<file path="src/rtl/fir_tap_sequencer_if.sv">
// ============================================================================
// Module  : fir_tap_sequencer_if
// Brief   : Sample handshake, coefficient write port and accumulator controls.
// Revision: 1.0
// ============================================================================
`default_nettype none

interface fir_tap_sequencer_if #(
  parameter int WIDTH     = 16,
  parameter int NTAPS     = 8,
  parameter int ACC_WIDTH = 32
);
  localparam int C_AW = $clog2(NTAPS);

  logic                 in_valid;
  logic                 in_ready;
  logic [WIDTH-1:0]     in_sample;
  logic                 abs_mode;
  logic                 coef_we;
  logic [C_AW-1:0]      coef_addr;
  logic [WIDTH-1:0]     coef_data;
  logic [ACC_WIDTH-1:0] acc_in;
  logic                 acc_load;
  logic                 acc_en;
  logic                 acc_abs;
  logic                 frame_done;

  modport master (
    output in_valid, in_sample, abs_mode, coef_we, coef_addr, coef_data,
    input  in_ready, acc_in, acc_load, acc_en, acc_abs, frame_done
  );

  modport slave (
    input  in_valid, in_sample, abs_mode, coef_we, coef_addr, coef_data,
    output in_ready, acc_in, acc_load, acc_en, acc_abs, frame_done
  );
endinterface

`default_nettype wire

</file>
<file path="src/rtl/fir_tap_sequencer.sv">
// ============================================================================
// Module  : fir_tap_sequencer
// Brief   : Circular delay line + coefficient RAM issuing one product per cycle.
// Revision: 1.0
// ============================================================================
`default_nettype none

module fir_tap_sequencer #(
  parameter int WIDTH     = 16,
  parameter int NTAPS     = 8,
  parameter int ACC_WIDTH = 32
) (
  input  wire logic          clk,
  input  wire logic          reset,
  fir_tap_sequencer_if.slave bus
);
  localparam int              C_AW    = $clog2(NTAPS);
  localparam logic [C_AW-1:0] C_LAST  = C_AW'(NTAPS - 1);
  localparam logic [C_AW:0]   C_DEPTH = (C_AW + 1)'(NTAPS);

  typedef enum logic [1:0] {
    S_IDLE = 2'd0,
    S_RUN  = 2'd1,
    S_DONE = 2'd2
  } state_t;

  state_t                  r_state;
  logic signed [WIDTH-1:0] r_line [NTAPS];
  logic signed [WIDTH-1:0] r_coef [NTAPS];
  logic [C_AW-1:0]         r_wr_ptr;
  logic [C_AW-1:0]         r_base;
  logic [C_AW-1:0]         r_tap;
  logic [ACC_WIDTH-1:0]    r_acc_in;
  logic                    r_acc_load;
  logic                    r_acc_en;
  logic                    r_acc_abs;
  logic                    r_frame_done;

  logic                      w_accept;
  logic [C_AW-1:0]           w_next_tap;
  logic [C_AW-1:0]           w_rd_idx;
  logic signed [WIDTH-1:0]   w_mul_x;
  logic signed [WIDTH-1:0]   w_mul_c;
  logic signed [2*WIDTH-1:0] w_prod;

  assign bus.in_ready = (r_state == S_IDLE) & ~reset;
  assign w_accept     = bus.in_valid & bus.in_ready;
  assign w_next_tap   = r_tap + C_AW'(1);

  // (base - k) mod NTAPS, valid for any NTAPS, not only powers of two
  assign w_rd_idx = (r_base >= w_next_tap) ? (r_base - w_next_tap)
                  : C_AW'({1'b0, r_base} + C_DEPTH - {1'b0, w_next_tap});

  // Tap 0 is computed on the accept edge, so it takes the incoming sample and
  // any coefficient being written in the same cycle.
  always_comb begin
    w_mul_x = r_line[w_rd_idx];
    w_mul_c = r_coef[w_next_tap];
    if (r_state == S_IDLE) begin
      w_mul_x = bus.in_sample;
      w_mul_c = (bus.coef_we && (bus.coef_addr == '0)) ? bus.coef_data : r_coef[0];
    end
  end

  assign w_prod = w_mul_x * w_mul_c;

  always_ff @(posedge clk or posedge reset) begin
    if (reset) begin
      r_state      <= S_IDLE;
      r_wr_ptr     <= '0;
      r_base       <= '0;
      r_tap        <= '0;
      r_acc_in     <= '0;
      r_acc_load   <= 1'b0;
      r_acc_en     <= 1'b0;
      r_acc_abs    <= 1'b0;
      r_frame_done <= 1'b0;
      for (int i = 0; i < NTAPS; i++) begin
        r_line[i] <= '0;
        r_coef[i] <= '0;
      end
    end else begin
      if ((r_state == S_IDLE) && bus.coef_we) begin
        r_coef[bus.coef_addr] <= bus.coef_data;
      end
      case (r_state)
        S_IDLE: begin
          if (w_accept) begin
            r_line[r_wr_ptr] <= bus.in_sample;
            r_base           <= r_wr_ptr;
            r_wr_ptr         <= (r_wr_ptr == C_LAST) ? '0 : r_wr_ptr + C_AW'(1);
            r_tap            <= '0;
            r_acc_abs        <= bus.abs_mode;
            r_acc_in         <= ACC_WIDTH'(w_prod);
            r_acc_en         <= 1'b1;
            r_acc_load       <= 1'b1;
            r_state          <= S_RUN;
          end
        end
        S_RUN: begin
          r_acc_load <= 1'b0;
          if (r_tap == C_LAST) begin
            r_acc_en     <= 1'b0;
            r_acc_in     <= '0;
            r_frame_done <= 1'b1;
            r_state      <= S_DONE;
          end else begin
            r_tap    <= w_next_tap;
            r_acc_in <= ACC_WIDTH'(w_prod);
          end
        end
        S_DONE: begin
          r_frame_done <= 1'b0;
          r_state      <= S_IDLE;
        end
        default: r_state <= S_IDLE;
      endcase
    end
  end

  assign bus.acc_in     = r_acc_in;
  assign bus.acc_load   = r_acc_load;
  assign bus.acc_en     = r_acc_en;
  assign bus.acc_abs    = r_acc_abs;
  assign bus.frame_done = r_frame_done;

endmodule

`default_nettype wire

</file>
<file path="src/flat_wrapper.sv">
// flat-port wrapper written by rule: the top's interface ports become plain ports
module fir_tap_sequencer_flat 
#(
  parameter int WIDTH     = 16,
  parameter int NTAPS     = 8,
  parameter int ACC_WIDTH = 32
)
  (clk, reset, bus_in_valid, bus_in_sample, bus_abs_mode, bus_coef_we, bus_coef_addr, bus_coef_data, bus_in_ready, bus_acc_in, bus_acc_load, bus_acc_en, bus_acc_abs, bus_frame_done);
  fir_tap_sequencer_if #(.WIDTH(WIDTH), .NTAPS(NTAPS), .ACC_WIDTH(ACC_WIDTH)) bus_i ();
  input  wire logic clk;
  input  wire logic reset;
  input wire logic [$bits(bus_i.in_valid)-1:0] bus_in_valid;
  input wire logic [$bits(bus_i.in_sample)-1:0] bus_in_sample;
  input wire logic [$bits(bus_i.abs_mode)-1:0] bus_abs_mode;
  input wire logic [$bits(bus_i.coef_we)-1:0] bus_coef_we;
  input wire logic [$bits(bus_i.coef_addr)-1:0] bus_coef_addr;
  input wire logic [$bits(bus_i.coef_data)-1:0] bus_coef_data;
  output wire logic [$bits(bus_i.in_ready)-1:0] bus_in_ready;
  output wire logic [$bits(bus_i.acc_in)-1:0] bus_acc_in;
  output wire logic [$bits(bus_i.acc_load)-1:0] bus_acc_load;
  output wire logic [$bits(bus_i.acc_en)-1:0] bus_acc_en;
  output wire logic [$bits(bus_i.acc_abs)-1:0] bus_acc_abs;
  output wire logic [$bits(bus_i.frame_done)-1:0] bus_frame_done;
  assign bus_i.in_valid = bus_in_valid;
  assign bus_i.in_sample = bus_in_sample;
  assign bus_i.abs_mode = bus_abs_mode;
  assign bus_i.coef_we = bus_coef_we;
  assign bus_i.coef_addr = bus_coef_addr;
  assign bus_i.coef_data = bus_coef_data;
  assign bus_in_ready = bus_i.in_ready;
  assign bus_acc_in = bus_i.acc_in;
  assign bus_acc_load = bus_i.acc_load;
  assign bus_acc_en = bus_i.acc_en;
  assign bus_acc_abs = bus_i.acc_abs;
  assign bus_frame_done = bus_i.frame_done;
  fir_tap_sequencer #(.WIDTH(WIDTH), .NTAPS(NTAPS), .ACC_WIDTH(ACC_WIDTH)) u_core (.clk(clk), .reset(reset), .bus(bus_i));
endmodule
</file>
<file path="config.mk">
export PLATFORM = sky130hd
export DESIGN_NAME = fir_tap_sequencer_flat
export DESIGN_NICKNAME = d
export VERILOG_FILES = /design/src/rtl/fir_tap_sequencer_if.sv /design/src/rtl/fir_tap_sequencer.sv /design/src/flat_wrapper.sv
export SDC_FILE = /design/constraint.sdc
export NUM_CORES = 1
export LEC_CHECK = 0
export CORE_MARGIN = 4
export CORE_UTILIZATION = 60
export CTS_CLUSTER_SIZE = 16
export DETAILED_ROUTE_END_ITERATION = 10
export PLACE_DENSITY = 0.79
export SETUP_SLACK_MARGIN = 0.02
export SLEW_MARGIN = 20
export SYNTH_ARGS = -nofsm -noshare
export SYNTH_HDL_FRONTEND = slang
export SYNTH_SLANG_ARGS = --single-unit
</file>
<file path="constraint.sdc">
create_clock -name clk -period 12.8 [get_ports clk]
set_input_delay 1.92 -clock clk [delete_from_list [all_inputs] [get_ports clk]]
set_output_delay 1.92 -clock clk [all_outputs]
set_load 0.05 [all_outputs]
</file>
== Yosys cells after proc, flatten, opt, wreduce, memory -nomap -nowiden ==
Index checks and enable logic that the tools add are counted.
Storage, ports and cells
  bits in registers: 303
  input bits: 40
  output and inout port bits: 37
  word-level logic and storage cells: 98
Operators by class
  $add $sub $neg: 5
  $mul: 1
  magnitude comparators: 7
  equal/unequal tests: 7
  mux-type cells: 32
  bitwise logic cells: 7
  reductions and logical operators: 14
Operators by type and width (count)
  128-bit bitwise mux: 2
  16-bit 2-to-1 mux: 9
  16-bit binary-select mux with 3-bit select: 2
  16-bit demux with 3-bit select: 2
  32-bit 2-to-1 mux: 2
  32-bit one-hot mux with 2 select lines: 1
  16-bit by 16-bit multiplier with 32-bit output: 1
  4-bit greater-or-equal comparator, second input constant: 4
  3-bit NOT with 4-bit output: 4
  3-bit 2-to-1 mux: 4
  3-bit by 1-bit adder with 3-bit output, second input constant: 3
  4-bit by 1-bit < comparator with 1-bit output, second input constant: 2
  2-bit AND reduction: 4
  3-bit == test, second input constant: 2
  1-bit one-hot mux with 2 select lines: 3
  3-bit one-hot mux with 2 select lines: 1
  3-bit AND reduction: 2
  3-bit subtractor: 2
  1-bit logical AND: 4
  2-bit 2-to-1 mux: 2
  2-bit by 1-bit != test with 1-bit output, second input constant: 2
  2-bit one-hot mux with 2 select lines: 1
  2-bit nonzero test: 2
  3-bit greater-or-equal comparator: 1
  8 further kinds: 11

== Longest topological paths before layout ==
  word-level depth: 11
  mapped depth: 35
  gate-level depth less buffers: 29

== Worst setup path after synthesis ==
OpenSTA, ideal clock, no wires.
  path kind: input-to-reg
  from: input reset
  to: register u_core.r_line[48] (netlist bit)
  setup time: 0.125 ns
  arrival: 10.427 ns
  required time: 12.675 ns
  setup slack: 2.248 ns
  cell stages on the path: 7
  path through: inv_1 > and3_1 > nand2b_1 > clkbuf_1 > nor3b_2 > clkbuf_1 > mux2_2
Between the ends
  word-level cells in the longest chain between the ends: 4
RTL lines
  start: declaration: RTL line flat_wrapper.sv:11  | input wire logic reset;
  1-bit NOT: RTL line fir_tap_sequencer.sv:46  | assign bus.in_ready = (r_state == S_IDLE) & ~reset;
  1-bit bitwise AND: RTL line fir_tap_sequencer.sv:46
  1-bit bitwise AND: RTL line fir_tap_sequencer.sv:47  | assign w_accept = bus.in_valid & bus.in_ready;
  2-bit AND reduction (no source line)
  end signal: indexed assignment: RTL line fir_tap_sequencer.sv:89  | r_line[r_wr_ptr] <= bus.in_sample;
  end: declaration: RTL line fir_tap_sequencer.sv:28  | logic signed [WIDTH-1:0] r_line [NTAPS];
No other way between the ends.
A chain may end at the register's enable or synchronous reset.

== Worst setup path in the final report ==
  from: register u_core.r_tap[0]
  to: register u_core.r_acc_in[29], in the netlist u_core.bus.acc_in[29]
Between the ends
  word-level cells in the longest chain between the ends: 11
RTL lines
  start: declaration: RTL line fir_tap_sequencer.sv:32  | logic [C_AW-1:0] r_tap;
  start signal: assignment: RTL line fir_tap_sequencer.sv:108  | r_tap <= w_next_tap;
  3-bit by 1-bit adder with 3-bit output: RTL line fir_tap_sequencer.sv:48  | assign w_next_tap = r_tap + C_AW'(1);
  3-bit subtractor, or another cell as far along: RTL line fir_tap_sequencer.sv:52  | : C_AW'({1'b0, r_base} + C_DEPTH - {1'b0, w_next_tap});
  3-bit 2-to-1 mux: RTL line fir_tap_sequencer.sv:51  | assign w_rd_idx = (r_base >= w_next_tap) ? (r_base - w_next_tap)
  3-bit NOT with 4-bit output (implied by the code): RTL line fir_tap_sequencer.sv:57  | w_mul_x = r_line[w_rd_idx];
  16-bit binary-select mux with 3-bit select: RTL line fir_tap_sequencer.sv:57
  16-bit 2-to-1 mux (implied by the code) (2 in a row): RTL line fir_tap_sequencer.sv:57
  16-bit 2-to-1 mux: RTL line fir_tap_sequencer.sv:59  | if (r_state == S_IDLE) begin
  16-bit by 16-bit multiplier with 32-bit output: RTL line fir_tap_sequencer.sv:65  | assign w_prod = w_mul_x * w_mul_c;
  32-bit 2-to-1 mux (on tied branches): RTL line fir_tap_sequencer.sv:102, fir_tap_sequencer.sv:88
  32-bit one-hot mux with 2 select lines (*): RTL line fir_tap_sequencer.sv:86  | case (r_state)
  end signal: assignment: RTL line fir_tap_sequencer.sv:94  | r_acc_in <= ACC_WIDTH'(w_prod);
  end signal: assignment: RTL line fir_tap_sequencer.sv:109  | r_acc_in <= ACC_WIDTH'(w_prod);
  end: declaration: RTL line fir_tap_sequencer.sv:33  | logic [ACC_WIDTH-1:0] r_acc_in;
Mark *: on every way between the ends. The rest lies on a longest branch, timed or not. The select of a mux whose other input is x is not followed.

==> summary.md <==
| Metric | Value |
|---|---|
| Clock root buffer master | `clkbuf_16` |
| Fmax achieved | `roughly 100 MHz` |
| Hold-fix buffers, CTS | `0` |
| Pre-Repair DR Iteration Count | `6` |
| Max Cap Viol | `0` |
| Sinks on Clock Net | `303` |
| DP Wirelength | `between 30 and 40 mm` |
| Asr flop ratio synth | `100%` |
| Antenna violations before repair | `0` |
| Largest net degree at the start of global routing | `approximately 180` |
| CP Max Fanout | `33` |
| Die Span Y | `207 µm` |
| TritonCTS buffer count | `34` |
| Routability cong. | `0.953` |
| Number of nets with antenna violations after routing | `0` |
| Synthesized Nets | `about 2500` |
| Worst-Skew Late Latency | `~0.53 ns` |
| CP Launch Type | `flop` |
| Period utilisation layout | `slightly below 80%` |
| Iter 0 DRT Violations | `approximately 1300` |
| DR vias | `around 16000` |
| Mean Syn Cell Area | `approximately 11 µm²` |
| Final setup violating endpoints | `0` |
| Worst setup EP type | `flop` |
| Seq/Total Area, Yosys | `approximately a third` |
| WS Path Type | `reg2reg` |
| Clk_skew | `between 0.02 and 0.025 ns` |
| Slew Limit Fails | `0` |
| Synth warn | `0` |
| Post-route design area | `26000 µm²` |
| Delay-heaviest family, CP | `adder cells` |
| Hold Path Sink | `u_core.bus.acc_in[21]` |
| Port Buffer Count | `76` |
| Clk buf depth | `3` |
| Worst r2r dst | `u_core.bus.acc_in[29]` |
| Buf/Inv on CP | `5` |
| Share of cells above drive strength 1 | `about a fifth` |
| Reg2reg start | `u_core.r_tap[0]` |
| Drt drc | `0` |
| Row count | `between 70 and 80` |
| GRT Overall Usage | `a little over a quarter` |
| Reg2reg setup slack | `2.78 ns` |
| Synth Flop Type | `dfrtp_1` |
| Die ar. | `around 43000 µm²` |
| Worst hold-check path type | `reg2reg` |
| Critical path arrival | `roughly 10 ns` |
| Layout area overhead | `9.69%` |
| Final min period | `between 10 and 15 ns` |
| Routed wire length per instance | `~21 µm` |
| Core ar. | `38900 µm²` |
| Final Hold Vio Count | `0` |
| Slowest CP cell | `fa_1` |
| Crit path required time | `13.22 ns` |
| Drt via density | `5.92` |
| Crit-path max cell delay | `roughly 0.9 ns` |
| Worst rel slew slack | `23.1%` |
| Vias in the first global route | `between 15000 and 20000` |
| GR Overflow Total | `0` |
| Setup TNS | `0 ns` |
| First-pass GRT wire length | `between 90 and 100 mm` |
| Area post-placement | `24900 µm²` |
| Reg2reg path depth | `27` |
| RSZ-0062 raised after global routing | `false` |
| FF+latch count, synth | `between 300 and 400` |
| Initial core utilization | `between 60% and 70%` |
| Status | `completed` |
| Post-synthesis cell count | `around 2100` |
| CTS tree | `yes` |
| Post-synth EDFFs | `0` |
| Mapped cell area | `between 20000 and 25000 µm²` |
| Cts repair resizes | `0` |
| Distinct cells, synth | `around 70` |
| Antenna Cells | `0` |
| Clock transition at the registers of the reported paths | `~0.06 ns` |
| Die W | `between 200 and 250 µm` |
| Synth area leaders | `dfrtp_1, fa_1, mux2_2, mux4_2, inv_1` |
| Cell with the most instances after synthesis | `dfrtp_1` |
| Fin nets | `about 2500` |
| Postcts setup bufs | `0` |
| Hold Path Depth | `2` |
| IO Count | `77` |
| Top-area cell type share of the netlist area | `between 30% and 40%` |
| CP dominant cell by count | `fa_1` |
| Slew at the pin closest to its max-slew limit | `approximately 1.1 ns` |
| Final WL | `between 50 and 60 mm` |
| Commonest cells in the netlist | `dfrtp_1, inv_1, fa_1, mux2_2, nand2_1` |
| Cell taking the most area after synthesis | `dfrtp_1` |
| H-tree levels | `2` |
| HP Start | `u_core.bus.acc_in[21]` |
-- state kept, by name, indices dropped and copies added (netlist names) --
| register | cells |
|---|---|
| u_core.r_coef | 128 |
| u_core.r_line | 128 |
| u_core.bus.acc_in | 32 |
| u_core.r_base | 3 |
| u_core.r_tap | 3 |
| u_core.r_wr_ptr | 3 |
| u_core.r_state | 2 |
| u_core.bus.acc_abs | 1 |
| u_core.bus.acc_en | 1 |
| u_core.bus.acc_load | 1 |
| u_core.bus.frame_done | 1 |
-- metrics by stage --
stage / setup WS (ns) / cells / util (%) / hold WS [ns]
2_1_floorplan: 2.25 / 2092 / - / 0.463
3_3_place_gp: 2.99 / 2615 / 64.1 / 0.462
3_5_place_dp: 2.76 / 2615 / 64.1 / 0.469
4_1_cts: 2.75 / 2673 / 66.9 / 0.482
5_1_grt: 2.21 / 2673 / 66.9 / 0.487
6_report: 2.78 / 2673 / 66.9 / 0.477
-- tightest hold or removal path, delay by kind of cell (launching register included) --
| kind | cells | cell delay [ns] |
|---|---|---|
| AOI/OAI and AO/OA | 1 | 0.06 |
| and+or+nand+nor | 1 | 0.04 |
| DFF | 1 | 0.34 |
-- worst max path at each step --
stage,start,end,slack [ns],cells past startpoint
floorplan,reset,u_core.r_line[48],2.25,7
global placement,u_core.r_tap[0],u_core.bus.acc_in[29],2.99,27
detailed placement,u_core.r_tap[0],u_core.bus.acc_in[29],2.76,27
CTS,u_core.r_tap[0],u_core.bus.acc_in[29],2.75,27
global route,u_core.r_tap[0],u_core.bus.acc_in[29],2.21,27
finish,u_core.r_tap[0],u_core.bus.acc_in[29],2.78,27
-- per-layer routing --
metal  track usage (%)  vias up  share of wire [%]
met4              7.84        0                2.8
met5                 0        -                  0
met3              5.62      130                8.1
met1              37.5     8128                 41
met2              44.6      629                 48
li1                  -     6935                  -
-- kinds of logic (layout without fill, tap and decap cells) --
logic type	count (synthesis)	after routing	share of synthesized area (%)
AO/OA/AOI/OAI	174	174	5.01
buffers and inverters	400	463	6.75
adder cells (fa/ha/maj)	350	350	26.8
multiplexers	340	340	19.1
flip-flops	303	303	31.9
AND/OR/NAND/NOR	493	493	9.20
XOR/XNOR	32	32	1.21
-- final cells by class --
| type | count | area, µm² |
|---|---|---|
| Multi-Input combinational cell | 1389 | 14600 |
| Fill cell | 2877 | 12900 |
| Sequential cell | 303 | 7580 |
| Inverter | 297 | 1120 |
| Timing Repair Buffer | 108 | 1010 |
| Clock buffer | 50 | 1000 |
| Tap cell | 518 | 648 |
| Clock inverter | 8 | 90.1 |
-- placed cells by master (no fill, tap or decap), types with 28 or more instances in the layout --
master             n
dfrtp_1          302
inv_1            296
fa_1             263
mux2_2           243
nand2_1          208
nor2_1           150
ha_1              86
clkdlybuf4s50_1   76
mux4_2            52
o21ai_0           49
clkbuf_16         35
mux2i_1           34
buf_4             31
a21oi_1           30
nand2b_1          28
Power is left out: the tool's default activity adds up to more than one toggle a clock period on the data nets, which glitch-free logic cannot reach.
